`src/rtl/mult_seq_param.sv`:
```
// ---------------------------------------------------------------------------
// mult_seq_param
//
// Parametrised sequential shift-add multiplier. The operand magnitudes are
// captured at start, multiplied one multiplier bit per clock, and the sign is
// applied in a single SIGN step before the result is published. Done pulses
// for one cycle when Produto and Ovf update. Idle reports the IDLE state to
// the controller.
//
// Parameters
//   W           operand width (>= 2); the product is 2W bits
//   EARLY_EXIT  1 = leave CALC as soon as no multiplier bits remain set
//
// Ports
//   CLK            in   1   rising-edge clock
//   Reset          in   1   asynchronous, active-low reset
//   St             in   1   start request (accepted only when ready to start)
//   Signed         in   1   1 = two's-complement operands, 0 = unsigned
//   Multiplicando  in   W   multiplicand, captured with St
//   Multiplicador  in   W   multiplier, captured with St
//   Produto        out  2W  result register, updated only in SIGN
//   Ovf            out  1   result does not fit in W bits for the captured mode
//   Done           out  1   one-cycle pulse when Produto updates
//   Idle           out  1   high only in IDLE
// ---------------------------------------------------------------------------
module mult_seq_param #(
  parameter int W          = 32,
  parameter bit EARLY_EXIT = 1'b0
) (
  input  logic           CLK,
  input  logic           Reset,
  input  logic           St,
  input  logic           Signed,
  input  logic [W-1:0]   Multiplicando,
  input  logic [W-1:0]   Multiplicador,
  output logic [2*W-1:0] Produto,
  output logic           Ovf,
  output logic           Done,
  output logic           Idle
);

  localparam int            CW       = $clog2(W + 1);
  localparam logic [CW-1:0] CNT_INIT = CW'(W);
  localparam logic [CW-1:0] CNT_ONE  = CW'(1);

  typedef enum logic [1:0] {
    IDLE = 2'd0,
    CALC = 2'd1,
    SIGN = 2'd2,
    DONE = 2'd3
  } state_t;

  state_t state;
  state_t state_next;

  // Operation context captured at start
  logic [2*W-1:0] mcand_sh;
  logic [W-1:0]   mplier_mag;
  logic [2*W-1:0] acc;
  logic [CW-1:0]  cnt;
  logic           neg;
  logic           mode_signed;

  // Combinational helpers
  logic           start_ok;
  logic [W-1:0]   mcand_abs;
  logic [W-1:0]   mplier_abs;
  logic           start_neg;
  logic           calc_last;
  logic [2*W-1:0] acc_next;
  logic [2*W-1:0] result;
  logic           ovf_next;

  // Operand conditioning at start. The magnitude of the most negative value
  // (-2^(W-1)) is 2^(W-1), which the unsigned W-bit negation yields exactly.
  always_comb begin
    start_ok   = 1'b0;
    mcand_abs  = Multiplicando;
    mplier_abs = Multiplicador;
    start_neg  = 1'b0;
    if ((state == IDLE) || (state == DONE)) begin
      start_ok = St;
    end
    if (Signed) begin
      if (Multiplicando[W-1]) begin
        mcand_abs = -Multiplicando;
      end
      if (Multiplicador[W-1]) begin
        mplier_abs = -Multiplicador;
      end
      start_neg = Multiplicando[W-1] ^ Multiplicador[W-1];
    end
  end

  // Datapath arithmetic. The multiplicand is kept pre-shifted by the number of
  // steps already taken, which is the same as shifting by (W - cnt).
  // The last CALC step is the one that brings cnt to zero or, with early exit,
  // the one after which no set multiplier bits remain.
  always_comb begin
    acc_next = acc;
    if (mplier_mag[0]) begin
      acc_next = acc + mcand_sh;
    end

    calc_last = (cnt == CNT_ONE);
    if (EARLY_EXIT && (mplier_mag[W-1:1] == '0)) begin
      calc_last = 1'b1;
    end

    result = neg ? -acc : acc;

    // Signed results fit in W bits only if the upper W+1 bits are a pure
    // sign extension; unsigned results fit only if the upper half is zero.
    if (mode_signed) begin
      ovf_next = !(&result[2*W-1:W-1]) && (|result[2*W-1:W-1]);
    end else begin
      ovf_next = |result[2*W-1:W];
    end
  end

  // State register
  always_ff @(posedge CLK or negedge Reset) begin
    if (!Reset) begin
      state <= IDLE;
    end else begin
      state <= state_next;
    end
  end

  // Next-state logic. The closing edge of DONE is also a start opportunity so
  // that a held St sustains one result every W+2 cycles.
  always_comb begin
    state_next = state;
    case (state)
      IDLE: begin
        if (St) begin
          state_next = CALC;
        end
      end
      CALC: begin
        if (calc_last) begin
          state_next = SIGN;
        end
      end
      SIGN: begin
        state_next = DONE;
      end
      DONE: begin
        state_next = St ? CALC : IDLE;
      end
      default: begin
        state_next = IDLE;
      end
    endcase
  end

  // Operation context and result registers. Done defaults low every cycle so
  // it can only be a single-cycle pulse from SIGN.
  always_ff @(posedge CLK or negedge Reset) begin
    if (!Reset) begin
      mcand_sh    <= '0;
      mplier_mag  <= '0;
      acc         <= '0;
      cnt         <= '0;
      neg         <= 1'b0;
      mode_signed <= 1'b0;
      Produto     <= '0;
      Ovf         <= 1'b0;
      Done        <= 1'b0;
    end else begin
      Done <= 1'b0;
      if (start_ok) begin
        mcand_sh    <= {{W{1'b0}}, mcand_abs};
        mplier_mag  <= mplier_abs;
        acc         <= '0;
        cnt         <= CNT_INIT;
        neg         <= start_neg;
        mode_signed <= Signed;
      end else if (state == CALC) begin
        acc        <= acc_next;
        mcand_sh   <= mcand_sh << 1;
        mplier_mag <= mplier_mag >> 1;
        cnt        <= cnt - CNT_ONE;
      end else if (state == SIGN) begin
        Produto <= result;
        Ovf     <= ovf_next;
        Done    <= 1'b1;
      end
    end
  end

  assign Idle = (state == IDLE);

endmodule

```
`config.mk`:
```
export PLATFORM = sky130hd
export DESIGN_NAME = mult_seq_param
export DESIGN_NICKNAME = d
export VERILOG_FILES = /design/src/rtl/mult_seq_param.sv
export SDC_FILE = /design/constraint.sdc
export NUM_CORES = 1
export LEC_CHECK = 0
export ABC_AREA = 1
export ABC_CLOCK_PERIOD_IN_PS = 6290
export CAP_MARGIN = 20
export CORE_MARGIN = 2
export CORE_UTILIZATION = 45
export DETAILED_ROUTE_END_ITERATION = 8
export SLEW_MARGIN = 20
export SYNTH_ARGS = -nofsm -noshare
export SYNTH_HDL_FRONTEND = slang
export SYNTH_SLANG_ARGS = --single-unit
```
`constraint.sdc`:
```
create_clock -name CLK -period 6.29 [get_ports CLK]
set_input_delay 1.258 -clock CLK [delete_from_list [all_inputs] [get_ports CLK]]
set_output_delay 1.258 -clock CLK [all_outputs]
set_load 0.02 [all_outputs]
```
# Word level (Yosys, flattened, before mapping)
# Cells that the tools add are included.
classes:
  add_sub_neg: 5
  eq_ne: 6
  n_mux: 24
  bitwise_logic: 3
  reduce_logical: 12
ops:
  columns: ["op", "n"]
  rows:
  - ["$mux 64", 6]
  - ["$mux 32", 6]
  - ["$add 64x64->64", 1]
  - ["$neg 32->32", 2]
  - ["$neg 64->64", 1]
  - ["$reduce_and 33->1", 1]
  - ["$reduce_or 33->1", 1]
  - ["$reduce_or 32->1", 1]
  - ["$mux 6", 2]
  - ["$pmux 2 s4", 1]
  - ["$mux 1", 7]
  - ["$eq 6x1->1 const B", 1]
  - ["$sub 6x1->6 const B", 1]
  - ["$eq 2x2->1 const B", 2]
  - ["$mux 2", 2]
  - ["$ne 2x2->1 const B", 2]
  - ["$reduce_and 2->1", 2]
  - ["$reduce_bool 2->1", 2]
  - ["$reduce_and 3->1", 1]
  - ["$eq 2x1->1 const B", 1]
  - ["$logic_not 2->1", 1]
  - ["$not 1->1", 2]
  - ["$logic_and 1x1->1", 1]
  - ["$logic_not 1->1", 1]
  - ["2 further kinds", 2]
totals:
  ff_bits: 236
  in_bits: 68

# Longest topological paths before layout
depth:
  depth_word: 6
  mapped_depth: 18
  ltp_nobuf: 18

# Worst setup path after synthesis
# OpenSTA, ideal clock, no wires.
synth_timing:
  kind: "input port to flip-flop"
  startpoint: "input Multiplicando[0]"
  endpoint: "register mcand_sh[30]"
  setup_ps: 122
  arrival_ps: 2737
  slack_ps: 3430
  path_stages: 13
  path_buffers: 0
  cell_sequence: "inv_2 ha_1 nand2_1 nor2_1 nand4_1 nor3_2 nand3_2 o21ai_2 nand3_1 nor2_1 nand2_1 a21oi_1 o21ai_1"
synth_via:
  elab_chain_cells: 4
synth_rtl:
  columns: ["item", "line_no", "rtl"]
  rows:
  - ["from (decl)", "34", "input logic [W-1:0] Multiplicando,"]
  - ["$neg 32->32", "86", "mcand_abs = -Multiplicando;"]
  - ["$mux 32", "85", "if (Multiplicando[W-1]) begin"]
  - ["$mux 32", "84", "if (Signed) begin"]
  - ["$mux 64", "172", "if (start_ok) begin"]
  - ["to (signal assigned)", "173", "mcand_sh <= {{W{1'b0}}, mcand_abs};"]
  - ["to (signal assigned)", "181", "mcand_sh <= mcand_sh << 1;"]
  - ["to (decl)", "57", "logic [2*W-1:0] mcand_sh;"]
# No other way between the ends.
# A chain may end at the register's enable or synchronous reset.

# Worst setup path in the final report
layout_timing:
  startpoint: "input St"
  endpoint: "register Produto[8]"
layout_via:
  elab_chain_cells: 3
layout_rtl:
  columns: ["item", "line_no", "rtl"]
  rows:
  - ["from (decl)", "32", "input logic St,"]
  - ["$mux 1", "81", "if ((state == IDLE) || (state == DONE)) begin"]
  - ["$not 1->1 (no source line)", null, null]
  - ["$reduce_and 3->1 (no source line)", null, null]
  - ["to (signal assigned)", "185", "Produto <= result;"]
  - ["to (decl)", "36", "output logic [2*W-1:0] Produto,"]
# No other way between the ends.

==> run_summary.xml <==
<?xml version="1.0" encoding="UTF-8"?>
<metrics>
  <group name="worst_hold_path">
    <metric name="hold_start" unit="">Produto[46]$_DFFE_PN0P_</metric>
    <metric name="min-delay-path-class" unit="">reg -&gt; reg</metric>
    <metric name="hold_path_end" unit="">Produto[46]$_DFFE_PN0P_</metric>
    <metric name="whs_path_depth" unit="">2</metric>
  </group>
  <group name="global_routing">
    <metric name="global_route_usage_over_all_layers" unit="">0.2992</metric>
    <metric name="globalRouteOverflowTotal" unit="">0</metric>
    <metric name="grt_first_pass_wirelength" unit="µm">96680</metric>
    <metric name="grt_pass1_vias" unit="">17320</metric>
    <metric name="number_of_antenna_violations_at_the_first_check_in_global_routing" unit="">0</metric>
    <metric name="largest_net_degree_at_the_start_of_global_routing" unit="">89</metric>
  </group>
  <group name="clocking">
    <metric name="cts-buffers-inserted" unit="">29</metric>
    <metric name="cts_tree" unit="">done</metric>
    <metric name="postCtsSetupBuffers" unit="">0</metric>
    <metric name="clock_sink_count" unit="">236</metric>
    <metric name="cts.hold.buffers_added" unit="">0</metric>
    <metric name="worst_skew_pair.late_latency" unit="ns">0.58</metric>
    <metric name="htree_num_levels" unit="">1</metric>
    <metric name="cts.reportedPaths.clkPinSlew" unit="ns">0.06</metric>
    <metric name="cts.root.buffer_cell" unit="">clkbuf_16</metric>
    <metric name="post_cts_resize_count" unit="">0</metric>
    <metric name="cts-root-to-sink-buffers" unit="">3</metric>
  </group>
  <group name="timing">
    <metric name="grt_setup_unrepaired" unit="">no</metric>
    <metric name="timing.final.max_slew_violations" unit="">0</metric>
    <metric name="max_clock_freq" unit="MHz">267.4</metric>
    <metric name="period_share" unit="">0.5946</metric>
    <metric name="post_route_setup_tns" unit="ns">0</metric>
    <metric name="timing_hold_violations_final" unit="">0</metric>
    <metric name="worst_pin_slew" unit="ns">1.100</metric>
    <metric name="largest_clock_skew_in_the_final_design" unit="ns">0.01519</metric>
    <metric name="setup_violations" unit="">0</metric>
    <metric name="finalWorstPathRequiredPeriod" unit="ns">3.740</metric>
    <metric name="setup_slack" unit="ns">2.550</metric>
    <metric name="max_slew_margin" unit="">0.2637</metric>
  </group>
  <group name="route">
    <metric name="drt_wl_total" unit="µm">61470</metric>
    <metric name="wl_per_cell" unit="µm">18.60</metric>
    <metric name="avgViaCountPerCell" unit="">5.536</metric>
    <metric name="drc" unit="">0</metric>
    <metric name="drt_pass1_iterations" unit="">8</metric>
    <metric name="drt_first_iter_violations" unit="">1532</metric>
    <metric name="num_vias" unit="">18300</metric>
    <metric name="detail-route-antenna-nets" unit="">0</metric>
  </group>
  <group name="worst_setup_path">
    <metric name="cp.buffers_inverters" unit="">5</metric>
    <metric name="timing.critical_path.cells" unit="">clkdlybuf4s50_1, inv_1, nor2_4, nor2_2, inv_1, nor2_1, inv_2, buf_4, nand2_1, o21ai_0</metric>
    <metric name="critical_path.startpoint" unit="">St</metric>
    <metric name="r2r_start" unit="">state[1]$_DFFE_PN0P_</metric>
    <metric name="worst-r2r-setup-slack" unit="ns">2.88</metric>
    <metric name="worstSetupPathType" unit="">in -&gt; reg</metric>
    <metric name="crit_required" unit="ns">6.71</metric>
    <metric name="timing.critical_path.max_delay_family" unit="">buffers and inverters</metric>
    <metric name="startpoint_type" unit="">input port</metric>
    <metric name="crit_top_cell" unit="">inv_1</metric>
    <metric name="end_kind" unit="">register</metric>
    <metric name="worst_path_largest_cell_delay" unit="ns">0.82</metric>
    <metric name="endpoint_of_the_worst_slack_reg_to_reg_timing_path" unit="">Produto[8]$_DFFE_PN0P_</metric>
    <metric name="worst-r2r-cell-count" unit="">10</metric>
    <metric name="critPathArrivalTime" unit="ns">4.16</metric>
    <metric name="critPathMaxFanout" unit="">85</metric>
    <metric name="critical-path-slowest-cell" unit="">nor2_1</metric>
  </group>
  <group name="synth">
    <metric name="synth-edff-count" unit="">0</metric>
    <metric name="synth_cells" unit="">2662</metric>
    <metric name="synth_common_cells" unit="">756 x nand2_1, 346 x nor2_1, 260 x o21ai_0</metric>
    <metric name="synth.yosys.warnings" unit="">0</metric>
    <metric name="yosysTopAreaCell" unit="">dfrtp_1</metric>
    <metric name="postSynthNetCount" unit="">2803</metric>
    <metric name="synth_area_leaders" unit="">dfrtp_1 33%, nand2_1 16%, o21ai_0 7.3%</metric>
    <metric name="post-synth-top-area-fraction" unit="">0.3323</metric>
    <metric name="share_of_flip_flops_with_an_asynchronous_set_or_reset" unit="">1.000</metric>
    <metric name="synth_cell_types" unit="">60</metric>
    <metric name="most_common_flop_cell_mapped_by_yosys" unit="">dfrtp_1</metric>
    <metric name="ys_ff_latch" unit="">236</metric>
    <metric name="yosysMostFrequentCell" unit="">nand2_1</metric>
    <metric name="postSynthAreaPerCell" unit="µm²">6.677</metric>
    <metric name="synth_sequential_area_ratio" unit="">0.3323</metric>
    <metric name="syn-cell-area" unit="µm²">17770</metric>
  </group>
  <group name="final_layout">
    <metric name="final_core_util" unit="">0.5293</metric>
    <metric name="sequential_standard_cell_area" unit="µm²">5907</metric>
    <metric name="syn_to_final_growth" unit="%">15.63</metric>
    <metric name="nets" unit="">2906</metric>
    <metric name="post_layout_nonfiller_instances" unit="">3305</metric>
    <metric name="multi_input_comb_area" unit="µm²">10540</metric>
    <metric name="n_antenna_cell" unit="">0</metric>
    <metric name="post_route_cells_drive_above_1_share" unit="">0.05597</metric>
    <metric name="filler_cell_count" unit="">3958</metric>
  </group>
  <group name="floorplan">
    <metric name="floorplan.die.width" unit="µm">202.7</metric>
    <metric name="design.portCount" unit="">135</metric>
    <metric name="fp.dieArea" unit="µm²">41100</metric>
    <metric name="die_height" unit="µm">202.7</metric>
    <metric name="initial_utilization" unit="">0.4578</metric>
    <metric name="std_cell_rows" unit="">72</metric>
    <metric name="design.core.area" unit="µm²">38830</metric>
  </group>
  <group name="power_and_ir_drop">
    <metric name="finalPower" unit="mW">10.03</metric>
    <metric name="power.static_leakage" unit="nW">9.647</metric>
    <metric name="cellPowerDensity" unit="nW/µm²">488.0</metric>
    <metric name="ir_worst_vdd" unit="µV">356.8</metric>
  </group>
  <group name="placed_design">
    <metric name="globalplace.congestion" unit="">1.011</metric>
    <metric name="placed_cells" unit="">3252</metric>
    <metric name="preCtsSetupSlack" unit="ns">2.027</metric>
    <metric name="detailed_placement_wirelength_estimate" unit="µm">48510</metric>
    <metric name="port-buffer-count" unit="">134</metric>
  </group>
  <group name="run_status">
    <metric name="status" unit="">finished clean</metric>
  </group>
  <group name="job">
    <metric name="maxCapViolCount" unit="">0</metric>
  </group>
</metrics>
[flip-flops by register name (all words and copies together) (netlist names)]
name,flops
mode_signed,1
Ovf,1
mcand_sh,64
acc,64
mplier_mag,32
cnt,6
Produto,64
Done,1
neg,1
state,2
[worst register-to-register path: stages, from the launching register on]
cell,delay (ns)
dfrtp_1,0.39
inv_1,0.09
ha_1,0.19
buf_4,0.29
nor2_2,0.19
inv_1,0.06
nor2_1,0.82
inv_2,0.47
buf_4,0.48
nand2_1,0.18
o21ai_0,0.09
[placed cells by master, fill, tap and decap left out, drive strengths merged, types with 35 or more instances in the layout]
master / Yosys / layout
nand2: 778 / 778
inv: 270 / 271
nand3: 94 / 94
o21ai: 290 / 290
xor2: 67 / 67
clkdlybuf4s50: 0 / 133
a21oi: 171 / 171
dfrtp: 236 / 236
nor2: 358 / 358
ha: 72 / 72
clkbuf: 57 / 39
nand4: 35 / 35
[worst max path at each step]
stage | slack, ns | depth (start not counted) | to
finish | 2.55 | 10 | Produto[8]$_DFFE_PN0P_
floorplan | 3.43 | 13 | mcand_sh[30]$_DFFE_PN0P_
global placement | 2.20 | 10 | Produto[3]$_DFFE_PN0P_
CTS | 2.62 | 10 | Produto[24]$_DFFE_PN0P_
global route | 2.36 | 10 | Produto[24]$_DFFE_PN0P_
detailed placement | 2.03 | 10 | Produto[24]$_DFFE_PN0P_
[kinds of logic after synthesis]
logic type               count (synthesis)  share of synthesized area
adder cells (fa/ha/maj)                 73                    0.05181
buffers and inverters                  350                    0.07547
AO/OA/AOI/OAI                          595                     0.1896
AND/OR/NAND/NOR                       1323                     0.3090
XOR/XNOR                                85                    0.04189
flip-flops                             236                     0.3323
[stage by stage]
| step | hold slack [ns] | instance area [µm²] |
|---|---|---|
| 2_1_floorplan | 0.4476 | 17770 |
| 3_3_place_gp | 0.4628 | 19570 |
| 3_5_place_dp | 0.4662 | 19570 |
| 4_1_cts | 0.4819 | 20550 |
| 5_1_grt | 0.4966 | 20550 |
| 6_report | 0.4747 | 20550 |
[per-layer routing]
metal	GRT usage	part of all wire	routed length [µm]	up-vias
li1	-	-	-	8992
met1	0.4416	0.48	29400	8554
met2	0.4623	0.42	26030	641
met3	0.03547	0.067	4118	111
met4	0.08238	0.031	1920	0
met5	0	0	0	-
[power by group]
group	switching, mW	internal, mW
Sequential	0.444	2.03
Combinational	4.00	1.83
Clock	0.702	1.03
[final cells by class]
| cell class | count | share of cell area |
|---|---|---|
| Inverter | 274 | 0.05005 |
| Timing Repair Buffer | 148 | 0.07062 |
| Sequential cell | 236 | 0.2874 |
| Clock inverter | 14 | 0.007976 |
| Multi-Input combinational cell | 2076 | 0.5128 |
| Tap cell | 518 | 0.03154 |
| Clock buffer | 39 | 0.03957 |
Note: power is estimated with default switching activity, not from simulation.
==> RTL change 1 (same flow settings) <==
`EARLY_EXIT`: 1'b0 -> 1'b1.
--- a/src/rtl/mult_seq_param.sv
+++ b/src/rtl/mult_seq_param.sv
@@ -26,5 +26,5 @@
 module mult_seq_param #(
   parameter int W          = 32,
-  parameter bit EARLY_EXIT = 1'b0
+  parameter bit EARLY_EXIT = 1'b1
 ) (
   input  logic           CLK,
Check against the original RTL: not equivalent (a bounded check fails within 4 cycles, from zero or initial values and one cycle with Reset low).
==> RTL change 1 against the original RTL <==
- power grew 0.11%
- first-iteration DRC count decreased by 11%
- critical path depth down 2
- sequential cell count did not move
- design area up 1.8%
- area after synthesis rose by 1.8%
- register-to-register slack lost 0.11 ns
- routed wire length down 0.33%
- worst setup slack got worse by 0.15 ns
- combinational power about the same
- critical path type unchanged
- largest cell class unchanged
- highest routed layer unchanged
==> RTL change 1: results (changes against the original RTL) <==
power per cell area 480 nW/um2 (was 488 nW/um2); # clk buffers 40 (was 39); Setup WS pre-CTS 1.78 ns (was 2.03 ns); Util after Layout 0.526 (was 0.529); Final clock-cell share 0.0472 (was 0.0475); fraction of area in multi-input gates 0.516 (was 0.513); largest net degree at the start of global routing 125 (was 89); sequential area share after synthesis 0.326 (was 0.332); maximum vdd drop 0.383 mV (was 0.357 mV); Post-Route WL 61.3 mm (was 61.5 mm); NumNets Final 3030 (was 2906); synth top area cells dfrtp_1 33%, nand2_1 18%, nor2_1 7.7% (was dfrtp_1 33%, nand2_1 16%, o21ai_0 7.3%); 1st-pass router iterations 6 (was 8); WP data arrival 4.29 ns (was 4.16 ns); first-pass GRT wire length 97.4 mm (was 96.7 mm); reg-to-reg slack, setup 2.77 ns (was 2.88 ns); worst r2r path cells 8 (was 10); status finished, final reports clean (unchanged); placed cell area 19900 um2 (was 19600 um2); Tot Pwr 10.0 mW (about the same); HPWL Detailed 48.6 mm (was 48.5 mm); Layout fillers 4050 (was 3958); overall routing resource usage 0.297 (was 0.299); maximum fanout along the worst path 50 (was 85); CP Class input pin to flip-flop (unchanged); global placer's final weighted congestion 0.968 (was 1.01); crit path to acc[3] (was Produto[8]); share of cells above drive strength 1 0.0457 (was 0.0560); relative slew slack 0.373 (was 0.264); commonest cells in the netlist 871 x nand2_1, 372 x nor2_1, 295 x inv_1 (was 756 x nand2_1, 346 x nor2_1, 260 x o21ai_0); vias in the first global route 17700 (was 17300); post-DR vias/cell 5.35 (was 5.54); multi-input combinational cell count 2176 (was 2076); max-cap violation count 0 (unchanged); buffering overhead 0.0696 (was 0.0706); f_max 0.257 GHz (was 0.267 GHz); Comb pwr share 0.579 (was 0.581); cts bufs inserted 28 (was 29); Initial DRC Count 1360 (was 1532); Final Skew 0.0164 ns (was 0.0152 ns); Reg2Reg Launch Point state[0] (was state[1]); Syn Area/Cell 6.49 um2 (was 6.68 um2); Leak 10.2 nW (was 9.65 nW); syn nets 2929 (was 2803); non-clock inverter count 300 (was 274); FF+latch area 5910 um2 (unchanged); final std cells w/o fill 3436 (was 3305)
-- RTL change 1: changes by cell type in the layout (fill, tap and decap cells not counted), sizes merged, moves of 14 or more --
| cell | unedited run | this run |
|---|---|---|
| a21o | 6 | 21 |
| nand2 | 778 | 886 |
| a21oi | 171 | 157 |
| nand3 | 94 | 111 |
| nor2 | 358 | 391 |
| nand4 | 35 | 19 |
| inv | 271 | 298 |
-- RTL change 1: cells by family after synthesis --
| kind of cell | share of synthesized area |
|---|---|
| and+or+nand+nor | 0.332 |
| AOI/OAI and AO/OA | 0.171 |
| DFF | 0.326 |
| buffers and inverters | 0.0789 |
| xor gates and xnor gates | 0.0401 |
| adders and majority gates | 0.0509 |
-- RTL change 1: metal layers --
| layer | up-vias | track usage | part of all wire |
|---|---|---|---|
| met5 | - | 0 | 0 |
| met4 | 0 | 0.0994 | 0.033 |
| met3 | 107 | 0.0344 | 0.063 |
| met2 | 574 | 0.471 | 0.44 |
| met1 | 8452 | 0.420 | 0.47 |
| li1 | 9254 | - | - |
-- RTL change 1: worst min-delay path by stage --
stage	start	end	slack (ns)	cells after the start
3_3_place_gp	Produto[34]	Produto[34]	0.46	2
4_1_cts	Produto[54]	Produto[54]	0.48	2
3_5_place_dp	Produto[34]	Produto[34]	0.47	2
5_1_grt	Produto[60]	Produto[60]	0.50	2
2_1_floorplan	cnt[5]	cnt[5]	0.46	1
6_report	Produto[60]	Produto[60]	0.47	2
-- RTL change 1: critical path, stage by stage --
cell and delay [ns]:
clkdlybuf4s50_1 0.48, inv_1 0.08, nor2_4 0.57, buf_4 0.57
nor2_4 0.03, buf_4 0.31, inv_1 0.75, o22ai_1 0.18
==> RTL change 2 (same settings) <==
Without the edit above. The 4 states of `state_t` get a Gray code encoding in 2 bits.
--- a/src/rtl/mult_seq_param.sv
+++ b/src/rtl/mult_seq_param.sv
@@ -45,8 +45,8 @@
 
   typedef enum logic [1:0] {
-    IDLE = 2'd0,
-    CALC = 2'd1,
-    SIGN = 2'd2,
-    DONE = 2'd3
+    IDLE = 2'b00,
+    CALC = 2'b01,
+    SIGN = 2'b11,
+    DONE = 2'b10
   } state_t;
 
Function: no difference found for any inputs over 4 cycles, from zero or initial values and one cycle with Reset low; so few cycles prove little.
==> RTL change 2 against the original RTL <==
- worst setup slack lost 0.34 ns
- design area decreased by 1.2%
- sequential cell count unchanged
- power rose by 8.0%
- fmax down 8.4%
- routed wire length is 4.4% lower
- count of clock-buffer cells in the layout is 2 higher
- area after synthesis fell by 1.2%
- first-iteration DRC count fell by 12%
- largest power group unchanged
==> RTL change 2: results (changes against the original RTL) <==
cts bufs inserted 29 (unchanged); maximum fanout along the worst path 57 (was 85); synth top area cells dfrtp_1 34%, nand2_1 18%, nor2_1 7.4% (was dfrtp_1 33%, nand2_1 16%, o21ai_0 7.3%); global placer's final weighted congestion 0.949 (was 1.01); sequential area share after synthesis 0.336 (was 0.332); vias in the first global route 17000 (was 17300); HPWL Detailed 46.4 mm (was 48.5 mm); first-pass GRT wire length 93.8 mm (was 96.7 mm); NumNets Final 2905 (was 2906); syn nets 2802 (was 2803); Layout fillers 4034 (was 3958); Leak 9.58 nW (was 9.65 nW); 1st-pass router iterations 6 (was 8); Skew-Pair Late Insertion Delay a little under 0.6 ns; Post-Route WL 58.7 mm (was 61.5 mm); Clock transition at path regs 0.06 ns (about the same); Initial DRC Count 1345 (was 1532); ys async rst share 1.00 (unchanged); n_diodes 0 (unchanged); Hold WC Path Type flip-flop to flip-flop (unchanged); htree depth 1 (unchanged); Post-synth top flop dfrtp_1 (unchanged); total number of vias 17800 (was 18300); initial antenna violation count 0 (unchanged); Largest regs Produto x64, acc x64, mcand_sh x64 (unchanged); Final Skew 0.0134 ns (was 0.0152 ns); post-route cell area 20300 um2 (was 20600 um2); Worst Max-Slew Pin Slew 1.04 ns (was 1.10 ns); Ys Warns 0 (unchanged); placed cell area 19300 um2 (was 19600 um2); Setup WS pre-CTS 2.06 ns (was 2.03 ns); largest net degree at the start of global routing 85 (was 89); Post-CTS Resized 0 (unchanged); Post-CTS Setup Inserts 0 (unchanged); commonest cells in the netlist 835 x nand2_1, 346 x nor2_1, 273 x inv_1 (was 756 x nand2_1, 346 x nor2_1, 260 x o21ai_0); status finished, final reports clean (unchanged); maximum vdd drop 0.367 mV (was 0.357 mV); Distinct cells, synth 54 (was 60); overall routing resource usage 0.290 (was 0.299); IO buf count 134 (unchanged); CTS Buffer Depth 3 (unchanged); CTS Root Cell clkbuf_16 (unchanged); share of cells above drive strength 1 0.0498 (was 0.0560)
## RTL change 2: cell families after synthesis
family          synth area share
simple gates               0.323
fa+ha+maj                 0.0496
buf+inv                   0.0797
xor+xnor                  0.0394
flops                      0.336
compound gates             0.172
## RTL change 2: per-stage QoR
step / instances / power [mW]
2_1_floorplan: 2665 / 6.96
3_3_place_gp: 3255 / 8.95
3_5_place_dp: 3255 / 9.04
4_1_cts: 3309 / 10.8
5_1_grt: 3309 / 11.8
6_report: 3309 / 10.8
## RTL change 2: worst max-delay path, cell delays in order
cell and delay (ns):
clkdlybuf4s50_1 0.44, nand2_2 0.69, inv_2 0.12, nor2_4 0.13, buf_4 0.41, clkinv_1 0.95
o22ai_1 0.49
## RTL change 2: final timing paths
path,slack [ns],depth (start not counted),startpoint,to
worst max-delay path,2.21,7,St,acc[7]
worst min-delay path,0.47,2,Ovf,Ovf
max in group asynchronous,4.40,2,Reset,mplier_mag[19]
min in group asynchronous,0.61,1,Reset,Produto[3]
worst min register to register,0.47,2,Ovf,Ovf
worst max register to register,2.81,7,state[0],acc[7]
## RTL change 2: layout make-up
class,instances,share of cell area
clock buffer,41,0.0414
clock inverter,13,0.00616
inverter,288,0.0532
multi-input combinational,2068,0.506
sequential,236,0.291
tap,518,0.0319
timing repair buffer,145,0.0704
## RTL change 2: power by group
group          switching (mW)  internal, mW
Combinational            4.19          2.05
Clock                   0.700          1.01
Sequential              0.708          2.17
Total                    5.60          5.23
## RTL change 2: metal layers
layer	vias up	GRT usage	wire, um
met4	0	0.0709	1430
met3	86	0.0329	3650
li1	8902	-	-
met2	506	0.459	25600
met1	8298	0.424	28000
met5	-	0	0
